<file path="src/rtl/qlearn_pkg.sv">
// Shared definitions for the maze Q-learning datapath: widths, action codes,
// action-to-slot mapping and the Q-table updater FSM states.
package qlearn_pkg;

  localparam int unsigned Q_W     = 16;
  localparam int unsigned STATE_W = 4;

  localparam logic [3:0] ACT_UP    = 4'd1;
  localparam logic [3:0] ACT_DOWN  = 4'd2;
  localparam logic [3:0] ACT_LEFT  = 4'd3;
  localparam logic [3:0] ACT_RIGHT = 4'd4;

  typedef enum logic [2:0] {
    S_IDLE   = 3'd0,
    S_RD_CUR = 3'd1,
    S_RD_NXT = 3'd2,
    S_MAX    = 3'd3,
    S_WRITE  = 3'd4,
    S_DONE   = 3'd5
  } qupd_state_e;

  // Slot number inside a row (0 = bits [Q_W-1:0]); unknown codes fall back to ACT_UP.
  function automatic logic [1:0] slot_idx(input logic [3:0] act);
    case (act)
      ACT_RIGHT: slot_idx = 2'd0;
      ACT_LEFT:  slot_idx = 2'd1;
      ACT_DOWN:  slot_idx = 2'd2;
      ACT_UP:    slot_idx = 2'd3;
      default:   slot_idx = 2'd3;
    endcase
  endfunction

  // Bit offset of the slot selected by an action.
  function automatic int unsigned slot_lsb(input logic [3:0] act);
    slot_lsb = 32'(slot_idx(act)) * Q_W;
  endfunction

endpackage

</file>
<file path="src/rtl/q_row_max.sv">
// Combinational signed maximum over the four Q_W-bit slots of a Q-table row.
module q_row_max #(
  parameter int unsigned Q_W = 16
) (
  input  logic [4*Q_W-1:0]      i_row,
  output logic signed [Q_W-1:0] o_max_c
);

  logic signed [Q_W-1:0] w_s0, w_s1, w_s2, w_s3;
  logic signed [Q_W-1:0] w_lo, w_hi;

  // Pairwise tree reduction of the four slots.
  always_comb begin
    w_s0    = i_row[0*Q_W +: Q_W];
    w_s1    = i_row[1*Q_W +: Q_W];
    w_s2    = i_row[2*Q_W +: Q_W];
    w_s3    = i_row[3*Q_W +: Q_W];
    w_lo    = (w_s0 > w_s1) ? w_s0 : w_s1;
    w_hi    = (w_s2 > w_s3) ? w_s2 : w_s3;
    o_max_c = (w_lo > w_hi) ? w_lo : w_hi;
  end

endmodule

</file>
<file path="src/rtl/q_table_updater.sv">
// One Bellman update of Q(s,a) against the Q-table RAM:
//   Q(s,a) <- Q(s,a) + alpha*(r + gamma*maxQ(s') - Q(s,a))
// Fixed five-cycle update: read row s, read row s', compute, write row s, done.
// The max of row s' and q_old are formed in MAX and land directly in the
// registered write row, so wr_data is stable for the whole WRITE cycle.
// Optional build macro QUPD_SAT_EN: saturate q_new instead of wrapping.
module q_table_updater
  import qlearn_pkg::*;
#(
  parameter int unsigned ALPHA_SHIFT = 2,
  parameter int unsigned GAMMA_SHIFT = 3
) (
  input  logic                 clk,
  input  logic                 rst,
  input  logic                 start,
  input  logic [STATE_W-1:0]   state,
  input  logic [STATE_W-1:0]   next_state,
  input  logic [3:0]           action,
  input  logic [Q_W-1:0]       reward,
  input  logic                 terminal,
  output logic [STATE_W-1:0]   rd_addr,
  input  logic [4*Q_W-1:0]     rd_data,
  output logic                 wr_en,
  output logic [STATE_W-1:0]   wr_addr,
  output logic [4*Q_W-1:0]     wr_data,
  output logic                 busy,
  output logic                 done
);

  localparam int unsigned IW    = Q_W + 2;
  localparam int unsigned ROW_W = 4 * Q_W;
`ifdef QUPD_SAT_EN
  localparam logic signed [IW-1:0] Q_MAX = {3'b000, {(Q_W-1){1'b1}}};
  localparam logic signed [IW-1:0] Q_MIN = {3'b111, {(Q_W-1){1'b0}}};
`endif

  qupd_state_e           r_fsm, w_fsm_nxt;
  logic [STATE_W-1:0]    r_state, r_next_state;
  logic [3:0]            r_action;
  logic signed [Q_W-1:0] r_reward;
  logic                  r_terminal;
  logic [ROW_W-1:0]      r_cur_row;

  logic signed [Q_W-1:0] w_row_max;
  logic signed [Q_W-1:0] w_old_slot;
  logic [1:0]            w_slot;
  logic signed [IW-1:0]  w_max_next, w_g, w_target, w_delta, w_q_old, w_q_new;
  logic [Q_W-1:0]        w_q_new_red;
  logic [ROW_W-1:0]      w_new_row;

  q_row_max #(.Q_W(Q_W)) u_row_max (
    .i_row   (rd_data),
    .o_max_c (w_row_max)
  );

  // FSM state register.
  always_ff @(posedge clk) begin
    if (rst) r_fsm <= S_IDLE;
    else     r_fsm <= w_fsm_nxt;
  end

  // Next-state logic; only IDLE waits on start.
  always_comb begin
    w_fsm_nxt = r_fsm;
    case (r_fsm)
      S_IDLE:   if (start) w_fsm_nxt = S_RD_CUR;
      S_RD_CUR: w_fsm_nxt = S_RD_NXT;
      S_RD_NXT: w_fsm_nxt = S_MAX;
      S_MAX:    w_fsm_nxt = S_WRITE;
      S_WRITE:  w_fsm_nxt = S_DONE;
      S_DONE:   w_fsm_nxt = S_IDLE;
      default:  w_fsm_nxt = S_IDLE;
    endcase
  end

  // Bellman arithmetic in IW-bit signed, then reduce and splice into the row.
  always_comb begin
    w_slot     = slot_idx(r_action);
    w_old_slot = '0;
    for (int k = 0; k < 4; k++) begin
      if (w_slot == 2'(k)) w_old_slot = r_cur_row[k*Q_W +: Q_W];
    end
    w_q_old    = IW'(w_old_slot);
    w_max_next = r_terminal ? '0 : IW'(w_row_max);
    w_g        = w_max_next - (w_max_next >>> GAMMA_SHIFT);
    w_target   = IW'(r_reward) + w_g;
    w_delta    = w_target - w_q_old;
    w_q_new    = w_q_old + (w_delta >>> ALPHA_SHIFT);
`ifdef QUPD_SAT_EN
    if (w_q_new > Q_MAX)      w_q_new_red = Q_W'(Q_MAX);
    else if (w_q_new < Q_MIN) w_q_new_red = Q_W'(Q_MIN);
    else                      w_q_new_red = Q_W'(w_q_new);
`else
    w_q_new_red = Q_W'(w_q_new);
`endif
    w_new_row = r_cur_row;
    for (int k = 0; k < 4; k++) begin
      if (w_slot == 2'(k)) w_new_row[k*Q_W +: Q_W] = w_q_new_red;
    end
  end

  // Registered outputs, request latches and row capture.
  always_ff @(posedge clk) begin
    if (rst) begin
      rd_addr      <= '0;
      wr_addr      <= '0;
      wr_data      <= '0;
      wr_en        <= 1'b0;
      busy         <= 1'b0;
      done         <= 1'b0;
      r_state      <= '0;
      r_next_state <= '0;
      r_action     <= '0;
      r_reward     <= '0;
      r_terminal   <= 1'b0;
      r_cur_row    <= '0;
    end else begin
      busy  <= (w_fsm_nxt != S_IDLE);
      wr_en <= (w_fsm_nxt == S_WRITE);
      done  <= (w_fsm_nxt == S_DONE);
      case (r_fsm)
        S_IDLE: begin
          if (start) begin
            r_state      <= state;
            r_next_state <= next_state;
            r_action     <= action;
            r_reward     <= reward;
            r_terminal   <= terminal;
            rd_addr      <= state;
          end
        end
        S_RD_CUR: rd_addr   <= r_next_state;
        S_RD_NXT: r_cur_row <= rd_data;
        S_MAX: begin
          wr_addr <= r_state;
          wr_data <= w_new_row;
        end
        default: ;
      endcase
    end
  end

endmodule
</file>
<file path="config.mk">
export PLATFORM = sky130hd
export DESIGN_NAME = q_table_updater
export DESIGN_NICKNAME = d
export VERILOG_FILES = /design/src/rtl/qlearn_pkg.sv /design/src/rtl/q_row_max.sv /design/src/rtl/q_table_updater.sv
export SDC_FILE = /design/constraint.sdc
export NUM_CORES = 1
export LEC_CHECK = 0
export ABC_AREA = 1
export BUFFER_PORTS_ARGS = -buffer_cell sky130_fd_sc_hd__buf_2
export CAP_MARGIN = 15
export CORE_MARGIN = 2
export CORE_UTILIZATION = 40
export CTS_CLUSTER_SIZE = 40
export DETAILED_ROUTE_END_ITERATION = 7
export PLACE_DENSITY = 0.71
export SYNTH_ARGS = -nofsm -noshare
export SYNTH_HDL_FRONTEND = slang
export SYNTH_SLANG_ARGS = --single-unit
</file>
<file path="constraint.sdc">
create_clock -name clk -period 9.4 [get_ports clk]
set_input_delay 0.47 -clock clk [delete_from_list [all_inputs] [get_ports clk]]
set_output_delay 0.47 -clock clk [all_outputs]
set_load 0.1 [all_outputs]
</file>
==> results.ini <==
[floorplan]
die_w_um = 172
fp.coreArea_sq_mm = 0.0278
initial_core_util_pct = 40.7
rows = 61
die_area_sq_mm = 0.0296
fp.dieH_um = 172
design.portCount = 171

[synthesis]
ys_ff_latch = 171
syn-num-nets = 1822
synth_top_family_by_area = simple AND/OR/NAND/NOR gates
synth-edff-count = 0
synthAdderAreaFrac_pct = 14.6
async_flop_share_pct = 0
synth.cell_area_sq_mm = 0.0113
synth_xor_area_share_pct = 1.55
synth_cells = 1613
synth_compound_area_share_pct = 21.5
muxShareOfSynthArea_pct = 0
syn_avg_cell_area_sq_um = 7.01
synth-simple-area-share_pct = 22.3
yosysUniqueCellTypes = 39
synth.yosys.seq_area_share_pct = 30.3
synth_warnings = 0
synthFlopType = dfxtp_1

[global_route]
grt_pass1_vias = 10400
grt_pass1_wl_um = 60600
antenna_found_initial = 0
grt_overflow = 0
grt_max_degree = 110
track_usage_pct = 27.2

[critical_path]
crit_arrival_ns = 8.69
critPathMaxFanout = 19
path_class = input pin to register
crit_top_cell = nand2_1
end_kind = register
required_ns = 9.78
slowest_stage = o21ai_0
cp-start-kind = input pin
cp_slowest_stage_delay_ns = 0.63

[final_layout]
final_cell_mix = nand2_1, a21oi_1, inv_1
mostFrequentLayoutCell = nand2_1
drive_above_1_share_pct = 13.8
fillers = 2892
finalNetCount = 1943
diodes = 0
syn_to_final_growth_pct = 15.1

[sta]
setup_viol = 0
tightestPinTransition_ns = 1.08
fin_skew_ns = 0.0161
period_share_pct = 88.5
slew_violations = 0
max-slew-margin-rel_pct = 27.9
grt_setup_unrepaired = no
timing.fmax_mhz = 120
period_minus_slack_ns = 8.31
finalHoldViolCount = 0
setup_tns_ns = 0

[cts]
cts_resized = 0
htreeDepth = 4
root_buffer = clkbuf_16
cts_buffers = 17
cts_tree = done
clkLatencyLatePin_ns = 0.44
clockBufferDepth = 2
post-cts-setup-buffer-count = 0
cts_hold_buf = 0
clk_pin_slew_worst_paths_ns = 0.08
cts.sinks = 171

[placement]
port_buffers = 170
hpwl_um = 31800
place_congestion = 0.989

[drt]
wirelength_um = 40400
ant_nets = 0
via_per_inst = 5.46
first_pass_iters = 5
wl_per_cell_um = 19.0
drt_iter0_drc = 1136
drc = 0
vias = 11600

[job]
cap_violations = 0

[worst_hold_path]
worstHoldPathType = input pin to register

[outcome]
status = complete, no violations

[layout make-up]
cell class / instances / area [sq um] / area share, %
clock inverters: 15 / 191 / 1.47
clock buffers: 17 / 425 / 3.27
flip-flops and latches: 171 / 3420 / 26.3
well taps: 378 / 473 / 3.63
repair buffers: 182 / 941 / 7.23
inverters: 204 / 766 / 5.88
multi-input cells: 1158 / 6800 / 52.2
[worst paths after layout]
path,startpoint,to,slack (ns),cells past startpoint
worst max-delay path,rd_data[31],wr_data[9],1.09,38
worst min-delay path,next_state[1],r_next_state[1],0.28,3
worst max register to register,r_action[0],wr_data[9],2.66,24
worst min register to register,wr_data[40],wr_data[40],0.46,2
[state kept, by name (all words and copies together), names as in the netlist]
name and cells:
r_cur_row 64, done 1, r_action 4, r_terminal 1
busy 1, wr_data 64, r_fsm 3, rd_addr 4
wr_addr 4, r_state 4, r_next_state 4, r_reward 16
wr_en 1
[cell families (layout without fill, tap and decap cells)]
logic type,after synthesis,count (layout)
and+or+nand+nor,569,569
DFF,171,171
AOI/OAI and AO/OA,456,456
adders and majority gates,113,113
xor gates and xnor gates,20,20
buffers and inverters,284,418
[stage by stage]
step	setup WS (ns)	hold slack [ns]	cells	area (sq um)	util [%]
after global routing	0.225	0.272	2125	13000	46.8
final	1.09	0.278	2125	13000	46.8
after detailed placement	0.780	0.453	2093	12400	44.6
after floorplan	2.47	0.439	1613	11300	-
after global placement	0.847	0.450	2093	12400	44.6
after CTS	1.22	0.260	2125	13000	46.8
[routing by layer]
layer,vias to the layer above,track usage [%],wire [um]
met1,5329,40.4,19100
met5,-,0,0
met3,72,4.17,3370
li1,5673,-,-
met2,538,39.5,16600
met4,0,10.0,1330
[cells in the mapped netlist, drive strengths merged (3+ instances only)]
cell | instances | area [sq um]
a21o | 6 | 45.0
a21oi | 238 | 1190
a31oi | 9 | 56.3
and2 | 13 | 81.3
buf | 17 | 101
clkbuf | 63 | 236
clkinv | 3 | 11.3
dfxtp | 171 | 3420
fa | 32 | 641
ha | 81 | 1010
inv | 201 | 754
nand2 | 300 | 1150
nand3 | 115 | 631
nand4 | 36 | 225
nor2 | 93 | 354
nor3 | 9 | 50.1
o211ai | 29 | 218
o21a | 6 | 45.0
o21ai | 148 | 741
o22ai | 14 | 87.6
xnor2 | 8 | 70.1
xor2 | 12 | 105
[worst max-delay path, delay by kind of cell]
kind | cells | cell delay (ns)
XOR/XNOR | 2 | 0.63
adder cells (fa/ha/maj) | 6 | 2.40
buffers and inverters | 5 | 0.54
AO/OA/AOI/OAI | 8 | 1.77
AND/OR/NAND/NOR | 17 | 2.86
Power is not shown: default switching activity piles up to over one toggle a cycle in this logic, so the estimate is an artifact.
